## src/rtl/mem_arbiter_pkg.sv

```systemverilog
// Shared types for the memory arbiter: owner codes (also used by the hazard
// unit's stall logic), arbiter FSM states and default timing parameters.
package mem_arbiter_pkg;

    typedef enum logic [1:0] {
        OWNER_IDLE  = 2'b00,
        OWNER_CPU   = 2'b01,
        OWNER_SPART = 2'b10,
        OWNER_AUDIO = 2'b11
    } mem_owner_t;

    typedef enum logic [1:0] {
        ST_IDLE   = 2'b00,
        ST_ACCESS = 2'b01,
        ST_RESP   = 2'b10
    } arb_state_t;

    localparam int MEM_LAT_DEF    = 2;
    localparam int STARVE_MAX_DEF = 4;

endpackage

```

## src/rtl/mem_arb_select.sv

```systemverilog
// Combinational winner selection: Audio > SPART > CPU, with a starving CPU
// promoted to the top and the current owner excluded from re-arbitration.
module mem_arb_select
    import mem_arbiter_pkg::*;
(
    input  logic       cpu_req,
    input  logic       spart_req,
    input  logic       audio_req,
    input  logic       starve_hit,
    input  mem_owner_t exclude,
    output mem_owner_t winner
);

    logic cpu_ok;
    logic spart_ok;
    logic audio_ok;

    always_comb begin
        cpu_ok   = cpu_req   && (exclude != OWNER_CPU);
        spart_ok = spart_req && (exclude != OWNER_SPART);
        audio_ok = audio_req && (exclude != OWNER_AUDIO);
        winner   = OWNER_IDLE;
        if (cpu_ok && starve_hit) begin
            winner = OWNER_CPU;
        end else if (audio_ok) begin
            winner = OWNER_AUDIO;
        end else if (spart_ok) begin
            winner = OWNER_SPART;
        end else if (cpu_ok) begin
            winner = OWNER_CPU;
        end
    end

endmodule

```

## src/rtl/mem_arbiter.sv

```systemverilog
// Three-port arbiter (CPU, SPART, Audio) in front of a single synchronous RAM
// with fixed MEM_LAT latency; one transaction at a time, back-to-back grants.
module mem_arbiter
    import mem_arbiter_pkg::*;
#(
    parameter int MEM_LAT    = MEM_LAT_DEF,
    parameter int STARVE_MAX = STARVE_MAX_DEF
) (
    input  logic        clk,
    input  logic        rst,
    input  logic        cpu_req,
    input  logic        cpu_we,
    input  logic [15:0] cpu_addr,
    input  logic [31:0] cpu_wdata,
    output logic        cpu_ack,
    input  logic        spart_req,
    input  logic        spart_we,
    input  logic [15:0] spart_addr,
    input  logic [31:0] spart_wdata,
    output logic        spart_ack,
    input  logic        audio_req,
    input  logic [15:0] audio_addr,
    output logic        audio_ack,
    output logic [31:0] rdata,
    output logic        mem_en,
    output logic        mem_we,
    output logic [15:0] mem_addr,
    output logic [31:0] mem_wdata,
    input  logic [31:0] mem_rdata,
    output logic [1:0]  mem_busy
);

    localparam logic [2:0] LAT_TOP = 3'(MEM_LAT - 1);
    localparam int         SW      = $clog2(STARVE_MAX + 1);
    localparam logic [SW-1:0] STARVE_TOP = SW'(STARVE_MAX);

    arb_state_t    state;
    arb_state_t    state_nxt;
    mem_owner_t    owner;
    mem_owner_t    winner;
    mem_owner_t    exclude;
    logic [2:0]    cnt;
    logic [15:0]   lat_addr;
    logic [31:0]   lat_wdata;
    logic          lat_we;
    logic [SW-1:0] starve;
    logic          arbitrate;
    logic          grant;
    logic          starve_hit;

    // The same selector serves IDLE and RESP; in RESP the finishing owner is masked.
    assign arbitrate  = (state == ST_IDLE) || (state == ST_RESP);
    assign exclude    = (state == ST_RESP) ? owner : OWNER_IDLE;
    assign starve_hit = (starve == STARVE_TOP);
    assign grant      = arbitrate && (winner != OWNER_IDLE);

    mem_arb_select u_select (
        .cpu_req    (cpu_req),
        .spart_req  (spart_req),
        .audio_req  (audio_req),
        .starve_hit (starve_hit),
        .exclude    (exclude),
        .winner     (winner)
    );

    always_comb begin
        state_nxt = state;
        case (state)
            ST_IDLE:   if (grant) state_nxt = ST_ACCESS;
            ST_ACCESS: if (cnt == 3'd0) state_nxt = ST_RESP;
            ST_RESP:   state_nxt = grant ? ST_ACCESS : ST_IDLE;
            default:   state_nxt = ST_IDLE;
        endcase
    end

    always_ff @(posedge clk or posedge rst) begin
        if (rst) begin
            state <= ST_IDLE;
        end else begin
            state <= state_nxt;
        end
    end

    always_ff @(posedge clk or posedge rst) begin
        if (rst) begin
            owner     <= OWNER_IDLE;
            cnt       <= 3'd0;
            lat_addr  <= 16'd0;
            lat_wdata <= 32'd0;
            lat_we    <= 1'b0;
            starve    <= '0;
            rdata     <= 32'd0;
        end else begin
            if (grant) begin
                owner <= winner;
                cnt   <= LAT_TOP;
                case (winner)
                    OWNER_CPU: begin
                        lat_addr  <= cpu_addr;
                        lat_wdata <= cpu_wdata;
                        lat_we    <= cpu_we;
                    end
                    OWNER_SPART: begin
                        lat_addr  <= spart_addr;
                        lat_wdata <= spart_wdata;
                        lat_we    <= spart_we;
                    end
                    default: begin
                        lat_addr  <= audio_addr;
                        lat_wdata <= 32'd0;
                        lat_we    <= 1'b0;
                    end
                endcase
            end else if (state == ST_ACCESS) begin
                if (cnt != 3'd0) begin
                    cnt <= cnt - 3'd1;
                end else if (!lat_we) begin
                    rdata <= mem_rdata;
                end
            end
            // Counts only lost grants while the CPU is actually waiting.
            if ((grant && (winner == OWNER_CPU)) || !cpu_req) begin
                starve <= '0;
            end else if (grant && !starve_hit) begin
                starve <= starve + 1'b1;
            end
        end
    end

    assign mem_busy  = (state == ST_IDLE) ? OWNER_IDLE : owner;
    assign mem_en    = (state == ST_ACCESS) && (cnt == LAT_TOP);
    assign mem_we    = mem_en && lat_we;
    assign mem_addr  = lat_addr;
    assign mem_wdata = lat_wdata;
    assign cpu_ack   = (state == ST_RESP) && (owner == OWNER_CPU);
    assign spart_ack = (state == ST_RESP) && (owner == OWNER_SPART);
    assign audio_ack = (state == ST_RESP) && (owner == OWNER_AUDIO);

endmodule

```

## config.mk

```make
export PLATFORM = sky130hd
export DESIGN_NAME = mem_arbiter
export DESIGN_NICKNAME = d
export VERILOG_FILES = /design/src/rtl/mem_arbiter_pkg.sv /design/src/rtl/mem_arb_select.sv /design/src/rtl/mem_arbiter.sv
export SDC_FILE = /design/constraint.sdc
export NUM_CORES = 1
export LEC_CHECK = 0
export CAP_MARGIN = 20
export CORE_AREA = 3 3 105 107
export DETAILED_ROUTE_END_ITERATION = 10
export DIE_AREA = 0 0 108 110
export GPL_ROUTABILITY_DRIVEN = 0
export PLACE_DENSITY_LB_ADDON = 0.12
export SETUP_SLACK_MARGIN = 0.5
export SLEW_MARGIN = 20
export SYNTH_ARGS = -nofsm -noshare
export SYNTH_HDL_FRONTEND = slang
export SYNTH_SLANG_ARGS = --single-unit
export TNS_END_PERCENT = 20
```

## constraint.sdc

```tcl
create_clock -name clk -period 9.5 [get_ports clk]
set_clock_uncertainty 0.15 [all_clocks]
set_input_delay 1.9 -clock clk [delete_from_list [all_inputs] [get_ports clk]]
set_output_delay 1.9 -clock clk [all_outputs]
set_load 0.02 [all_outputs]
```

==> flow_metrics.env, run 1 <==
export IMPL_final_common_cell="clkdlybuf4s50_1"
export IMPL_cts_buffers=9
export IMPL_worstPathArrival_ps=5260
export IMPL_ys_types=38
export IMPL_dieArea_sq_um=11900
export IMPL_via_per_inst=5.05
export IMPL_worst_path_buf_inv=1
export IMPL_path_max_fanout=33
export IMPL_netlist_top_cells_area="dfrtp_1, a22oi_1, mux2_2"
export IMPL_finalMaxSlewViolations=0
export IMPL_slowest_stage="ha_1"
export IMPL_final_cell_mix="clkdlybuf4s50_1, dfrtp_1, a22oi_1, nand2_1, o21ai_0"
export IMPL_first_pass_iters=4
export IMPL_crit_chain="clkdlybuf4s50_1, nor2b_1, a211oi_1, or3_1, ha_1, nand2_1, o21ai_0"
export IMPL_clock_latency_ps=360
export IMPL_min_period_ps=5150
export IMPL_synth_nets=545
export IMPL_die_w_microns=108
export IMPL_netlist_area_sq_um=4210
export IMPL_drc=0
export IMPL_synth_top_area_share_pct=54.2
export IMPL_postCtsHoldBufs=0
export IMPL_design_portCount=238
export IMPL_cap_viol_max_count=0
export IMPL_rows=37
export IMPL_ys_seq_elements=91
export IMPL_critPathRequiredTime_ps=9600
export IMPL_start_kind="primary input"
export IMPL_leakagePower_nw=2.85
export IMPL_dr_total_vias=3785
export IMPL_hold_slack_ps=332
export IMPL_n_antenna_cell=0
export IMPL_tns_ps=0
export IMPL_postSynthCellCount=386
export IMPL_grt_max_degree=75
export IMPL_wire_per_inst_microns=15.6
export IMPL_dpl_cell_count=733
export IMPL_cts_tree="yes"
export IMPL_clk_pin_slew_worst_paths_ps=90
export IMPL_slowest_delay_ps=930
export IMPL_cellPowerDensity_nw_per_um2=277
export IMPL_worst_setup_path_end_kind="flip-flop"
export IMPL_initial_core_util_pct=41.1
export IMPL_fin_cells=749
export IMPL_synth_seq_area_share_pct=54.2
export IMPL_yosysTopAreaCell="dfrtp_1"
export IMPL_clock_sink_count=91
export IMPL_final_core_util_pct=67.0
export IMPL_drive_gt1_share_pct=9.14
export IMPL_grt_pass1_vias=3745
export IMPL_cts_root_buffer="clkbuf_8"
export IMPL_core_sq_um=10200
export IMPL_avgSynthCellArea_sq_um=10.9
export IMPL_gr_usage_all_layers_pct=19.3
export IMPL_cts_resized=0
export IMPL_hold_viol_final=0
export IMPL_dp_hpwl_mm=8.81
export IMPL_max_slew_margin_pct=36.3
export IMPL_crit_family="simple AND/OR/NAND/NOR gates"
export IMPL_rsz0062_at_grt="no"
export IMPL_status="completed"
export IMPL_report_final_setup_viol=0
export IMPL_port_buffers=237
export IMPL_grt_pass1_wl_mm=18.1
export IMPL_post_cts_setup_buffer_count=0
export IMPL_drt_iter0_markers=177
export IMPL_ir_drop_v=0.000133
export IMPL_overflow=0
export IMPL_max_freq_mhz=194
export IMPL_worst_pin_slew_ps=956
export IMPL_hp_class="flip-flop to flip-flop"
export IMPL_antenna_found_initial=0
export IMPL_post_route_period_util_pct=54.3
export IMPL_ys_warn_count=0
export IMPL_nets=767
export IMPL_drt_total_wl_mm=11.7
export IMPL_critical_path_class="primary input to flip-flop"
export IMPL_clock_path_buffers=2
export IMPL_drtAntennaViolNets=0
export IMPL_area_growth_pct=62.9
export IMPL_die_h_microns=110
export IMPL_h_tree_depth=3
## synth_stat cells
library cell	n
o211a_1	1
nand2b_1	2
buf_2	6
buf_1	2
inv_1	9
o21ai_0	37
nand3b_1	2
nand2_1	41
a31oi_1	1
and4bb_2	1
mux2i_1	1
nor2_1	20
mux2_2	30
and3b_1	1
a21o_1	16
a211oi_1	18
and2_1	1
nand4b_1	1
o21a_1	3
clkbuf_1	18
or2_2	1
nand3_1	2
o41ai_1	1
a22oi_1	49
mux2_1	2
nor3_4	1
nand2b_2	1
nand4_1	2
or3_1	1
o311ai_0	1
buf_6	3
ha_1	8
nor3_1	3
dfrtp_1	91
nor2b_1	2
a21oi_1	5
nor3b_1	1
or4_1	1
## cell families after synthesis
group / synth area share (%)
compound gates: 21.2
flops: 54.2
simple gates: 9.40
buf+inv: 4.11
mux: 8.81
fa+ha+maj: 2.38
## stage by stage
step	total power, mW	setup slack, ps	instance area [sq um]
2_1_floorplan	1.20	5090	4210
3_3_place_gp	1.62	4130	6630
3_5_place_dp	1.65	3930	6650
4_1_cts	1.92	4300	6850
5_1_grt	2.02	3950	6850
6_report	1.90	4350	6850
## area by class of cell
| class | instances | area (sq um) |
|---|---|---|
| inverter | 9 | 36.3 |
| timing repair buffer | 240 | 2410 |
| tap | 136 | 170 |
| sequential | 91 | 2280 |
| clock buffer | 9 | 124 |
| fill | 850 | 3380 |
| clock inverter | 7 | 76.3 |
| multi-input combinational | 257 | 1760 |
## routing by layer
layer	vias to the layer above	wire, microns	track usage, %
met2	156	5880	33.9
met5	-	0	0
met3	13	1050	6.58
met1	1767	4590	22.5
li1	1849	-	-
met4	0	161	5.32
## final timing paths
kind / slack [ps] / cells past startpoint / end / startpoint
worst min register to register: 330 / 1 / mem_addr[12] / mem_addr[12]
worst max-delay path: 4350 / 7 / mem_wdata[15] / audio_req
max in group asynchronous: 6700 / 3 / mem_addr[12] / rst
worst max register to register: 5680 / 8 / mem_wdata[15] / starve[0]
worst min-delay path: 330 / 1 / mem_addr[12] / mem_addr[12]
min in group asynchronous: 1850 / 2 / rdata[21] / rst
## sequential cells by signal, summed over array words and instances, names as in the netlist
name / flops
state: 2
rdata: 32
owner: 2
starve: 3
mem_addr: 16
lat_we: 1
cnt: 3
mem_wdata: 32
## where the power goes
| group | internal [mW] | switching, mW |
|---|---|---|
| logic | 0.495 | 0.485 |
| clock network | 0.124 | 0.141 |
| registers | 0.551 | 0.0994 |
Note: power is estimated with default switching activity, not from simulation.
==> inputs of run 2 (changes only) <==
--- a/config.mk
+++ b/config.mk
@@ -6,9 +6,9 @@
 export NUM_CORES = 1
 export LEC_CHECK = 0
 export CAP_MARGIN = 20
-export CORE_AREA = 3 3 105 107
+export CORE_AREA = 3 3 108 110
 export DETAILED_ROUTE_END_ITERATION = 10
-export DIE_AREA = 0 0 108 110
+export DIE_AREA = 0 0 111 113
 export GPL_ROUTABILITY_DRIVEN = 0
 export PLACE_DENSITY_LB_ADDON = 0.12
 export SETUP_SLACK_MARGIN = 0.5
==> constraint.sdc (replaced) <==
create_clock -name clk -period 4.9 [get_ports clk]
set_clock_uncertainty 0.15 [all_clocks]
set_input_delay 0.98 -clock clk [delete_from_list [all_inputs] [get_ports clk]]
set_output_delay 0.98 -clock clk [all_outputs]
set_load 0.02 [all_outputs]
==> flow_metrics.env, run 2 (same netlist as run 1, synthesis figures left out) <==
export IMPL_postCtsHoldBufs=0
export IMPL_area_growth_pct=63.9
export IMPL_gr_usage_all_layers_pct=19.1
export IMPL_start_kind="primary input"
export IMPL_crit_start="audio_req"
export IMPL_status="completed"
export IMPL_leakagePower_nw=2.86
export IMPL_dieArea_sq_um=12500
export IMPL_dr_total_vias=3831
export IMPL_grt_max_degree=53
export IMPL_cap_viol_max_count=0
export IMPL_r2r_end="mem_wdata[29]"
export IMPL_ir_drop_v=0.000300
export IMPL_place_area_sq_um=6690
export IMPL_clock_latency_ps=340
export IMPL_core_sq_um=10800
export IMPL_rows=38
export IMPL_overflow=0
export IMPL_h_tree_depth=3
export IMPL_port_buffers=237
export IMPL_clk_pin_slew_worst_paths_ps=90
export IMPL_final_common_cell="clkdlybuf4s50_1"
export IMPL_report_final_setup_viol=0
export IMPL_die_w_microns=111
export IMPL_grt_pass1_vias=3840
export IMPL_antenna_found_initial=0
export IMPL_grt_pass1_wl_mm=19.6
export IMPL_path_max_fanout=33
export IMPL_worst_setup_path_end_kind="flip-flop"
export IMPL_drt_total_wl_mm=12.2
export IMPL_cts_root_buffer="clkbuf_8"
export IMPL_max_slew_margin_pct=41.5
export IMPL_nets=771
export IMPL_cellPowerDensity_nw_per_um2=536
export IMPL_worstPathArrival_ps=3710
export IMPL_hold_viol_final=0
export IMPL_finalMaxSlewViolations=0
export IMPL_r2r_setup_slack_ps=1760
export IMPL_design_portCount=238
export IMPL_via_per_inst=5.07
export IMPL_post_cts_setup_buffer_count=0
export IMPL_clock_sink_count=91
export IMPL_n_antenna_cell=0
export IMPL_critPathRequiredTime_ps=4990
export IMPL_rsz0062_at_grt="no"
export IMPL_initial_core_util_pct=39.0
export IMPL_die_h_microns=113
export IMPL_cts_resized=0
export IMPL_drive_gt1_share_pct=9.58
export IMPL_max_freq_mhz=277
export IMPL_drtAntennaViolNets=0
export IMPL_wire_per_inst_microns=16.1
export IMPL_rr_worst_depth=7
export IMPL_min_period_ps=3610
export IMPL_worst_pin_slew_ps=876
export IMPL_cts_tree="yes"
export IMPL_final_cell_mix="clkdlybuf4s50_1, dfrtp_1, a22oi_1, nand2_1, o21ai_0"
export IMPL_drt_iter0_markers=171
export IMPL_dp_hpwl_mm=9.37
export IMPL_crit_end="mem_wdata[29]"
export IMPL_first_pass_iters=4
export IMPL_drc=0
export IMPL_hold_depth=1
export IMPL_cts_buffers=9
export IMPL_clock_path_buffers=2
export IMPL_stdcell_area_sq_um=6890
export IMPL_critical_path_class="primary input to flip-flop"
export IMPL_post_route_period_util_pct=73.7
export IMPL_hp_class="flip-flop to flip-flop"
export IMPL_timing_rr_start="state[0]"
export IMPL_tns_ps=0
run 2: cell count changes in the layout (fill, tap and decap cells not counted), sizes merged:
cell and delta:
buf +4, clkinv -2, clkbuf +1, clkinvlp +1, inv -1
run 2: area by class of cell:
type | instances | area, sq um
Timing Repair Buffer | 244 | 2440
Tap cell | 140 | 175
Inverter | 9 | 36.3
Multi-Input combinational cell | 257 | 1760
Sequential cell | 91 | 2280
Clock inverter | 5 | 62.6
Fill cell | 882 | 3900
Clock buffer | 10 | 138
run 2: critical path, stage by stage:
cell	delay (ps)
clkdlybuf4s50_1	520
nor2b_1	150
a211oi_1	80
or3_1	400
ha_1	290
buf_4	300
nand2_1	600
o21ai_0	380
run 2: stage by stage:
stage / worst slack [ps] / power, mW / util, % / hold WS [ps] / cells
5_1_grt: 1040 / 3.93 / 63.9 / 365 / 756
4_1_cts: 1310 / 3.74 / 63.9 / 340 / 756
3_5_place_dp: 921 / 3.22 / 62.0 / 315 / 741
3_3_place_gp: 1000 / 3.17 / 61.8 / 309 / 740
2_1_floorplan: 1410 / 2.32 / - / 334 / 386
6_report: 1290 / 3.70 / 63.9 / 333 / 756
run 2: worst min-delay path by stage:
stage / startpoint / to / slack, ps
after detailed placement: mem_addr[9] / mem_addr[9] / 320
after CTS: mem_wdata[31] / mem_wdata[31] / 340
after global routing: mem_addr[6] / mem_addr[6] / 360
after global placement: mem_addr[2] / mem_addr[2] / 310
final: mem_addr[6] / mem_addr[6] / 330
after floorplan: cnt[0] / cnt[0] / 330
run 2: where the power goes:
part	switching, mW	internal [mW]	leakage, nW	total [mW]
clock network	0.263	0.250	0.0950	0.512
registers	0.193	1.07	1.15	1.26
logic	0.954	0.967	1.62	1.92
run 2: layer usage:
layer / wire length [microns] / track usage, %
met5: 0 / 0
met4: 188 / 5.58
met3: 994 / 5.88
met1: 4780 / 22.8
met2: 6190 / 33.4
